===== src/rtl/bcd_to_bin_seq.sv =====
// Sequential packed-BCD to binary converter (reverse double-dabble).
// One shift-right-and-correct step per clock over 4*NDIG clocks; start/busy/done handshake.
module bcd_to_bin_seq #(
  parameter int NDIG  = 2,
  parameter int BIN_W = 7
) (
  input  logic              clk,
  input  logic              rst,
  input  logic              start,
  input  logic [4*NDIG-1:0] bcd_in,
  output logic              busy,
  output logic              done,
  output logic              err,
  output logic [BIN_W-1:0]  bin_out
);

  localparam int HW    = 4 * NDIG;
  localparam int SRW   = 2 * HW;
  localparam int CW    = $clog2(HW + 1);
  localparam int MIN_W = $clog2(10 ** NDIG);

  if (NDIG < 1 || NDIG > 4) begin : g_bad_ndig
    $error("bcd_to_bin_seq: NDIG must be in 1..4");
  end
  if (BIN_W < MIN_W) begin : g_bad_width
    $error("bcd_to_bin_seq: BIN_W too narrow for 10**NDIG-1");
  end

  typedef enum logic {IDLE, CONV} state_t;

  // A nibble that is >= 8 after the shift had its low bit pulled from the digit above
  // (worth 10 there, 8 here); subtracting 3 restores a valid decimal weight.
  function automatic logic [HW-1:0] correct_nibbles(input logic [HW-1:0] b);
    logic [HW-1:0] r;
    r = b;
    for (int i = 0; i < NDIG; i++) begin
      if (b[4*i+3]) r[4*i +: 4] = b[4*i +: 4] - 4'd3;
    end
    return r;
  endfunction

  function automatic logic has_bad_digit(input logic [HW-1:0] b);
    logic bad;
    bad = 1'b0;
    for (int i = 0; i < NDIG; i++) begin
      if (b[4*i +: 4] > 4'd9) bad = 1'b1;
    end
    return bad;
  endfunction

  function automatic logic [BIN_W-1:0] fit_bin(input logic [HW-1:0] b);
    logic [BIN_W+HW-1:0] ext;
    ext = {{BIN_W{1'b0}}, b};
    return ext[BIN_W-1:0];
  endfunction

  state_t            state_q, state_d;
  logic [SRW-1:0]    sr_q, sr_d;
  logic [CW-1:0]     cnt_q, cnt_d;
  logic              done_q, done_d;
  logic              err_q, err_d;
  logic [BIN_W-1:0]  bin_q, bin_d;
  logic [SRW-1:0]    shifted;

  // Next-state and datapath step
  always_comb begin
    state_d = state_q;
    sr_d    = sr_q;
    cnt_d   = cnt_q;
    done_d  = 1'b0;
    err_d   = err_q;
    bin_d   = bin_q;
    shifted = sr_q >> 1;
    case (state_q)
      IDLE: begin
        if (start) begin
          if (has_bad_digit(bcd_in)) begin
            done_d = 1'b1;
            err_d  = 1'b1;
            bin_d  = '0;
          end else begin
            sr_d    = {bcd_in, {HW{1'b0}}};
            cnt_d   = '0;
            state_d = CONV;
          end
        end
      end
      CONV: begin
        sr_d  = {correct_nibbles(shifted[SRW-1:HW]), shifted[HW-1:0]};
        cnt_d = cnt_q + 1'b1;
        if (cnt_q == CW'(HW - 1)) begin
          state_d = IDLE;
          done_d  = 1'b1;
          err_d   = 1'b0;
          bin_d   = fit_bin(sr_d[HW-1:0]);
        end
      end
      default: state_d = IDLE;
    endcase
  end

  // State and output registers
  always_ff @(posedge clk or posedge rst) begin
    if (rst) begin
      state_q <= IDLE;
      sr_q    <= '0;
      cnt_q   <= '0;
      done_q  <= 1'b0;
      err_q   <= 1'b0;
      bin_q   <= '0;
    end else begin
      state_q <= state_d;
      sr_q    <= sr_d;
      cnt_q   <= cnt_d;
      done_q  <= done_d;
      err_q   <= err_d;
      bin_q   <= bin_d;
    end
  end

  assign busy    = (state_q == CONV);
  assign done    = done_q;
  assign err     = err_q;
  assign bin_out = bin_q;

endmodule


===== config.mk =====
export PLATFORM = sky130hd
export DESIGN_NAME = bcd_to_bin_seq
export DESIGN_NICKNAME = d
export VERILOG_FILES = /design/src/rtl/bcd_to_bin_seq.sv
export SDC_FILE = /design/constraint.sdc
export NUM_CORES = 1
export LEC_CHECK = 0
export CAP_MARGIN = 0
export CELL_PAD_IN_SITES_DETAIL_PLACEMENT = 2
export CELL_PAD_IN_SITES_GLOBAL_PLACEMENT = 2
export CORE_MARGIN = 2
export CORE_UTILIZATION = 34
export CTS_CLUSTER_SIZE = 16
export DETAILED_ROUTE_END_ITERATION = 10
export PLACE_DENSITY = 0.88
export SKIP_LAST_GASP = 1
export SYNTH_ARGS = -nofsm -noshare
export SYNTH_HDL_FRONTEND = slang
export SYNTH_SLANG_ARGS = --single-unit

===== constraint.sdc =====
create_clock -name clk -period 1.5 [get_ports clk]
set_input_delay 0.225 -clock clk [delete_from_list [all_inputs] [get_ports clk]]
set_output_delay 0.225 -clock clk [all_outputs]
set_load 0.005 [all_outputs]

== Word-level counts from Yosys, hierarchy flattened ==
Index checks and enable logic that the tools add are counted.
Storage, ports and cells
  bits of input ports: 11
  output and inout port bits: 10
  register bits: 30
  word-level logic and storage cells: 45
Operators by class
  eq/ne operators: 5
  reduce and logical (&&, ||, !) cells: 2
  order comparisons: 2
  muxes and demuxes: 27
  add/sub/neg operators: 2
  bitwise operators: 1
Operators by type and width (count)
  $mux 16: 2
  $pmux 16 s2: 1
  $mux 7: 3
  $pmux 7 s2: 1
  $mux 1: 13
  $mux 4: 3
  $gt 4x4->1 const B: 2
  $pmux 4 s2: 1
  $ne 2x2->1 const B: 3
  $pmux 1 s2: 3
  $add 4x1->4 const B: 1
  $eq 4x3->1 const B: 1
  $sub 4x2->4 const B: 1
  $reduce_and 3->1: 1
  $ne 2x1->1 const B: 1
  $reduce_and 2->1: 1
  $not 1->1: 1

== Depth between registers and ports, before layout ==
Gate-level depths: netlist of run 1.
  word-level depth: 8
  depth in mapped cells: 5
  mapped depth without buffers: 4

== Worst setup path after synthesis of run 1 ==
Ideal clock, no wire load.
  path kind: reg-to-reg
  from: register sr_q[9]
  to: register sr_q[10]
  arrival time: 1.112 ns
  setup time: 0.126 ns
  cell stages (with the launch flop): 5
  period minus slack after synthesis: 1.238 ns
  path buffers: 0
  setup slack: 0.262 ns
  data required time: 1.374 ns
  cell sequence: dfrtp_1 > ha_1 > nand2b_1 > xnor2_1 > a221o_1
Between the ends
  longest elaborated chain between the ends: 3
RTL lines
  start: declaration: line 58  | logic [SRW-1:0] sr_q, sr_d;
  start signal: assignment: line 113  | sr_q <= sr_d;
  $sub 4x2->4: line 37  | if (b[4*i+3]) r[4*i +: 4] = b[4*i +: 4] - 4'd3;
  $mux 4: line 37
  $pmux 16 s2: line 74  | case (state_q)
Every way passes these cells.
A chain may end at the register's enable or synchronous reset.

== Worst setup path after layout of run 1 ==
  from: register state_q (netlist: busy)
  to: output busy
RTL lines
  start: declaration: line 57  | state_t state_q, state_d;
  start signal: assignment: line 112  | state_q <= state_d;
  end: declaration: line 11  | output logic busy,
No word-level cell between the ends.

==> impl.org, run 1 <==
** Routing
- Via-per-instance ratio :: ~5.4
- Remaining number of nets flagged by the antenna check after routing :: 0
- Before antenna repair, the detailed router went through 4 iterations.
- Routed via count :: 1,076
- The routed design has 4.01 mm of wire.
- Dividing the detail-routed wire length by the instance count gives 20.0 um.
- For this run, design rule violations remaining after detail routing come to 0.
- In this run, the number of DRC markers left after iteration 0 of detailed routing was 40.

** Final layout
- In the layout the commonest cells are sky130_fd_sc_hd__dfrtp_1 (28), sky130_fd_sc_hd__clkdlybuf4s50_1 (20), sky130_fd_sc_hd__buf_4 (19), sky130_fd_sc_hd__nand2_1 (16), sky130_fd_sc_hd__a22o_1 (10).
- Relative to the synthesized area, the layout overhead comes to 35.2%.
- Total of fill cells in the finished design :: 383
- The post-route netlist has between 20% and 30% of its cells at a drive strength greater than 1.
- Once layout is complete, the utilization of the core stands at between 40% and 50%.
- Most frequent standard cell in the layout excluding fill and tap cells :: sky130_fd_sc_hd__dfrtp_1
- At the end of the flow, the number of nets in the layout was 166.
- Once layout is done, the placed cells without fillers occupy 0.00179 mm2.
- The repair_antennas step left the layout with diodes totalling 0.

** Floorplanning
- Number of top-level pins :: 21
- Die outline area :: 0.00441 mm2
- The floorplan has 22 rows.
- Chip Height :: approximately 66 um
- The die is 66.4 um wide.
- Core Box Area :: 0.00369 mm2
- Once the floorplan was initialized, standard cells occupied 35.9% of the core.

** Synthesis
- Largest family of logic cells by synthesized area :: compound AO/OA/AOI/OAI gates
- Counting every net in the synthesized netlist gives 125.
- For this run, the register share of the synthesized area comes to 54.8%.
- Mapped Avg Cell Area :: 11.8 um2
- After synthesis, the netlist uses 35 different library cells.
- Of the total synthesized cell area, the portion taken by AND, OR, NAND and NOR gates is 13.1%.
- The synthesized design contains 29 register bits.
- Synth Area in XOR/XNOR :: 2.65%
- Of the total synthesized cell area, the portion taken by full adders, half adders and majority gates is 1.89%.
- After synthesis, the share of cell area in mux cells is 2.36%.
- Fraction of the mapped netlist area in compound gates :: 22.0%
- During synthesis, Yosys emitted a total of 0 warnings.
- Summing every instance area after synthesis gives 0.00132 mm2.
- The cell count after synthesis came out at 112.

** Worst hold path
- Type of the tightest min-delay check :: in2async

** Timing
- RSZ-0062 raised after global routing :: false
- Minimum clock period after layout :: ~1.4 ns
- Upper clock frequency limit :: 695 MHz
- Tcrit/Tclk final :: a little over nine tenths
- Headroom to the max-slew limit came out at 74.3%.
- The final hold violation count was 0.
- For the pin with the worst max-slew slack, the measured transition is 0.385 ns.
- Adding up every negative setup slack in the final design gives 0 ns.
- Maximum clock skew at final layout :: between 0.007 and 0.008 ns
- The final-report max-slew violation count is 0.
- Final number of setup-violating endpoints :: 0
- Post-route worst hold slack :: roughly 0.32 ns

** Placed design
- HPWL reported at the end of detailed placement :: between 2 and 3 mm
- After detailed placement, the total cell area comes to about 0.0017 mm2.
- Placer congestion estimate :: 0.821
- Total of buffers placed on input and output ports :: 20

** Worst setup path
- For this run, the slowest stage of the critical path takes approximately 0.52 ns.
- Data required time at the worst endpoint :: 1.27 ns
- Worst Setup End Kind :: output pin
- Among cell families on the critical path, the largest total delay comes from buffers and inverters.
- In this run the worst path has a maximum fanout of 6.
- The critical path is of the reg2out type.
- Reg2reg setup slack :: 0.12 ns
- Traced cell by cell, the critical path runs through clkdlybuf4s50_1.
- The slowest stage of the critical path belongs to the cell sky130_fd_sc_hd__clkdlybuf4s50_1.
- STA classifies the critical path startpoint as a flop.
- For the worst setup path, the data arrival time is 1.21 ns.
- Counting both buffers and inverters, the worst setup path holds a total of 1.

** CTS
- Clock transition at path regs :: about 0.060 ns
- The root buffer cell chosen for the clock tree is sky130_fd_sc_hd__clkbuf_8.
- Buffers from clock root to sink, at most :: 2
- Counting the buffers created by CTS gives 5.
- Clock latency on the worst-skew pair, taken at its later pin, is 0.28 ns.
- The H-tree was split into 2 levels.
- TritonCTS built the clock tree.
- For this design, the CTS-stage hold fixing added 0 buffers.
- Clk sink count :: 29

** Status
- Status :: complete, no violations

** Power and ir drop
- Sw Share :: between 30% and 40%
- Power share of the sequential group :: 40.9%
- Net switching power figure :: 0.00119 W
- The internal portion of the total power is approximately 0.0022 W.
- The analysis attributes to cell leakage a power of slightly below 0.8 nW.
- Of the total power, combinational logic draws ~41%.
- IR analysis of the VDD net gives a maximum drop of 0.698 mV.
- Portion of total power attributed to the clock network :: 18.5%
- Power density cells :: around 1900 mW/mm2

** Global route
- The number of global-route vias before repair was 1,263.
- Antenna violations before repair :: 0
- Largest net degree at the start of global routing :: 30
- Summed over all layers, the global routing overflow is 0.
- Global-route wire length before repair :: ~6.5 mm
- Global routing consumed, over all layers together, 20.5% of the routing resources.

** Job
- Number of max-cap violations :: 0
-- final cells by class --
type	count	area [um2]	share of cell area [%]
Clock buffer	7	86.3	4.83
Inverter	3	15.0	0.839
Multi-Input combinational cell	75	558	31.2
Sequential cell	29	727	40.6
Tap cell	48	60.1	3.36
Timing Repair Buffer	39	343	19.2
-- Yosys cell counts (all sizes together) --
library cell	number	share of area (%)
ha	2	1.9
nand2b	3	1.4
and4b	1	0.76
a221oi	1	0.66
clkbuf	1	0.28
a32o	1	0.76
xor2	2	1.3
a22o	10	6.6
dfrtp	29	55
a21oi	1	0.66
a31o	1	0.66
a21o	1	0.57
nor3b	2	1.1
mux2	1	0.85
xnor2	2	1.3
nand3	2	0.76
o21ai	9	5.1
nand4b	1	0.66
nor2	2	0.57
buf	4	2.0
a31oi	3	2.6
nand2	16	4.5
and3b	1	0.66
nand4	1	0.47
nor2b	1	0.47
mux2i	2	1.5
and2	2	0.95
o22a	1	0.66
nor4bb	1	0.76
a41o	1	0.76
a221o	4	3.0
inv	3	0.85
-- through the flow --
step	total power [W]	cells	worst slack [ns]
finish	0.00343	201	0.0612
global route	0.00363	201	0.0161
CTS	0.00344	201	0.0621
detailed placement	0.00272	192	-0.176
global placement	0.00255	192	-0.0657
floorplan	0.00209	112	0.262
-- worst reg2reg max path, cell delays in order, from the launching register on --
cell                      delay (ns)
sky130_fd_sc_hd__dfrtp_2        0.45
sky130_fd_sc_hd__buf_4          0.17
sky130_fd_sc_hd__a31oi_4        0.32
sky130_fd_sc_hd__buf_4          0.23
sky130_fd_sc_hd__a22o_1         0.15
-- sequential cells by signal, summed over array words and instances, names as in the netlist --
signal and count:
sr_q 15, bin_out 7, cnt_q 4, busy 1, done 1, err 1
-- power groups by stage --
stage,Clock [W],Sequential (W),Combinational (W)
floorplan,0,0.00130,0.000784
global placement,0,0.00136,0.00119
detailed placement,0,0.00141,0.00130
CTS,0.000647,0.00140,0.00140
global route,0.000671,0.00144,0.00152
finish,0.000634,0.00140,0.00139
-- repair_timing --
action / 4_1_cts / 5_1_grt
setup buffers: 2 / 0
endpoints found under the setup margin: 2 / 2
resized for setup: 1 / 2
-- layer usage --
layer,up-vias,share of wire [%],track usage (%)
met5,-,0,0
met4,0,1.3,7.40
li1,491,-,-
met3,6,2.3,3.58
met1,561,42,24.4
met2,18,54,36.8
-- final timing paths --
| path | endpoint | cells after the start | start |
|---|---|---|---|
| setup reg to reg | sr_q[5] | 4 | busy |
| max in group asynchronous | busy | 3 | rst |
| hold reg to reg | err | 1 | err |
| setup / recovery | busy | 1 | busy |
| min in group clk | err | 1 | err |
| hold / removal | sr_q[6] | 3 | rst |
-- kinds of logic after synthesis --
family / Yosys count
compound gates: 33
xor+xnor: 4
fa+ha+maj: 2
buf+inv: 8
flops: 29
mux: 3
simple gates: 33
Note: power is estimated with default switching activity, not from simulation.
==> inputs of run 2 (changes only) <==
==> constraint.sdc (replaced) <==
create_clock -name clk -period 1.48 [get_ports clk]
set_input_delay 0.222 -clock clk [delete_from_list [all_inputs] [get_ports clk]]
set_output_delay 0.222 -clock clk [all_outputs]
set_load 0.005 [all_outputs]
==> run 2 against run 1 <==
Against the previous run: critical endpoint is now sr_q[9]; routed wire length rose by 3.6%; sequential power hardly changed; critical path depth up 4; the run now ends with negative setup slack left; core utilization rose by 0.61 points; clock power rose by 36%; combinational power about the same; first-iteration DRC count grew 7.5%; design area increased by 1.3%; setup slack lost 0.096 ns.
==> impl.org, run 2 (same netlist as run 1, synthesis figures left out) <==
** Placed design
- HPWL reported at the end of detailed placement :: slightly below 3 mm
- Placer congestion estimate :: between 0.8 and 0.9
- During placement, the flow inserted port buffers numbering 20.
- Summing all placed instances gives a cell area of 0.00168 mm2.

** Worst setup path
- Walking the worst path, the cells encountered are clkdlybuf4s50_1 -> o21ai_4 -> buf_4 -> nor3b_1 -> a221o_1.
- The worst setup path is launched from an input pin.
- Category of cells accounting for the largest share of critical-path delay :: buffers and inverters
- Reg2reg setup slack :: approximately 0.020 ns
- Worst Setup End Kind :: flop
- Max stage delay on crit path :: 0.48 ns
- Data required time at the worst endpoint :: 1.71 ns
- The critical path is of the in2reg type.
- Depth of the most critical reg-to-reg path :: 3
- Logic depth of the worst path, buffers included :: 5
- Crit-path max FO :: 3
- On the critical path, the stage with the largest delay is an instance of sky130_fd_sc_hd__clkdlybuf4s50_1.
- Data arrives at the worst endpoint at 1.74 ns.
- Crit path buffers/inverters :: 2

** CTS
- The H-tree generated during clock tree synthesis spans 2 levels.
- Clock latency on the worst-skew pair, taken at its later pin, is between 0.2 and 0.3 ns.
- Clock-pin slew was measured on the worst setup and hold paths at approximately 0.070 ns.
- CTS tree :: done
- In this run the deepest clock path goes through 2 buffers.
- Buffers inserted to repair hold after CTS numbered 0.
- TritonCTS created 5 clock buffers.
- The clock net in this run drives a total of 29 sinks.
- The tree is rooted in a sky130_fd_sc_hd__clkbuf_8.

** Routing
- After detailed routing, the average wire length per cell comes to around 21 um.
- The detail route stage leaves a number of antenna-violating nets equal to 0.
- The routed design has a little over 4 mm of wire.
- Initial DRC Count :: 43
- In the routed design, unresolved DRC markers number 0.
- The first TritonRoute pass finished after 4 iterations.
- Via-per-instance ratio :: about 5.4
- For this block, the via count after detailed routing is 1,086.

** Global route
- The number of global-route vias before repair came to 1,264.
- Total global routing overflow :: 0
- The layer flagged by global routing as most heavily used is met2.
- Largest net degree at the start of global routing :: 30
- The initial antenna violation count came to 0.
- Global-route wire length before repair :: around 6.9 mm
- For this run, global-route usage on met1 was measured as 25.2%.
- Global routing used 22.2% of the available tracks.
- Global routing consumed, on the met3 layer, 6.64% of the routing resources.
- Global routing used 36.9% of the available met2 tracks.

** Worst hold path
- Type of the tightest min-delay check :: in2async

** Timing
- The final-report max-slew violation count was 0.
- Setup violations remaining at the end of the flow were counted as 1.
- Setup ws final :: -0.0348 ns
- The final hold violation count was 0.
- Worst Max-Slew Pin Slew :: roughly 0.50 ns
- Maximum clock skew at final layout :: 0.00891 ns
- In this run the tightest slew margin relative to its limit is between 60% and 70%.
- After layout, the minimum clock period comes to 1.51 ns.
- Post-route worst hold slack :: between 0.3 and 0.4 ns
- Upper clock frequency limit :: about 660 MHz
- RSZ-0062 raised after global routing :: true
- Tcrit/Tclk final :: 102%

** Power and ir drop
- Power density cells :: between 2000 and 2500 mW/mm2
- Leakage power of the design :: 0.808 nW
- VDD sags by at most 0.611 mV.

** Final layout
- Proportion of layout cells with a drive suffix above 1 :: 20.9%
- More flip-flops sit in one register than any other, and that register is sr_q.
- Total of fill cells in the finished design :: between 300 and 400
- Leaving out fill and tap cells, the most frequent cell in the layout is sky130_fd_sc_hd__dfrtp_1.
- The register with the most flip-flops in the layout has 15 of them.
- Summing all non-filler instances in the final layout gives an area of 0.00181 mm2.
- Area taken by multi-input logic gates :: approximately 560 um2
- Sequential cell area :: around 730 um2
- NumNets Final :: 165
- The library cells used most frequently in the layout, excluding fill and tap cells, are sky130_fd_sc_hd__dfrtp_1 (28), sky130_fd_sc_hd__clkdlybuf4s50_1 (19), sky130_fd_sc_hd__buf_4 (18), sky130_fd_sc_hd__nand2_1 (16), sky130_fd_sc_hd__a22o_1 (10).
- Final antenna diode count :: 0
- Layout Area Growth over Synthesis :: 36.9%

** Status
- Failing checks :: negative setup slack
- The flow ran to the end, but the final reports show violations.

** Floorplanning
- Core Box Area :: approximately 0.0037 mm2
- For this configuration, the core starts out at a cell density of approximately 36%.
- Horiz. Die Dim :: roughly 66 um
- Die outline area :: 0.00441 mm2
- Chip Height :: 66.4 um
- Standard-cell rows :: 22
- In this run the count of I/O pins placed on the die edge is 21.

** Job
- The tool flagged a number of max-cap violations equal to 0.
run 2: cell types whose count changed in the layout (fill, tap and decap cells not counted), sizes merged:
cell,delta
bufinv,+1
clkinvlp,-1
clkdlybuf4s50,-1
buf,-1
dlygate4sd2,+1
inv,+1
run 2: timing repair:
item	4_1_cts	5_1_grt
buffers inserted	1	0
endpoints found under the setup margin	3	1
cloned	0	0
resized for setup	2	1
run 2: routing by layer:
layer / share of wire [%] / vias to the layer above
met3: 3.2 / 12
met1: 42 / 558
met4: 3.7 / 0
li1: - / 493
met5: 0 / -
met2: 51 / 23
run 2: stage by stage:
stage	setup TNS [ns]	setup slack [ns]	std cells	util [%]	power, W
after floorplan	0	0.242	112	-	0.00212
after global placement	-1.31	-0.0831	192	45.6	0.00258
after detailed placement	-3.73	-0.214	192	45.6	0.00276
after CTS	0	0.0136	201	48.9	0.00370
after global routing	-0.0559	-0.0559	201	49.1	0.00391
final	-0.0348	-0.0348	201	49.1	0.00367
run 2: cell type report:
type	count	share of cell area, %
clock inverter	1	1.66
timing repair buffer	38	18.4
inverter	3	0.622
multi-input combinational	75	31.1
sequential	29	40.1
tap	48	3.31
clock buffer	7	4.77
run 2: power by group:
part,switching (W),total (W),internal [W]
combinational,0.000655,0.00140,0.000750
clock,0.000315,0.000863,0.000548
sequential,0.000287,0.00140,0.00112
total,0.00126,0.00367,0.00242
run 2: worst reg2reg max path, cell delays in order, from the launching register on:
cell and delay, ns:
sky130_fd_sc_hd__dfrtp_2 0.45, sky130_fd_sc_hd__nand2b_1 0.23, sky130_fd_sc_hd__nor3b_1 0.47, sky130_fd_sc_hd__a221o_1 0.25
run 2: final timing paths:
kind | start | end
max | bcd_in[5] | sr_q[9]
max in group asynchronous | rst | busy
min reg2reg | err | err
max reg2reg | busy | sr_q[9]
min | rst | done
min in group clk | err | err
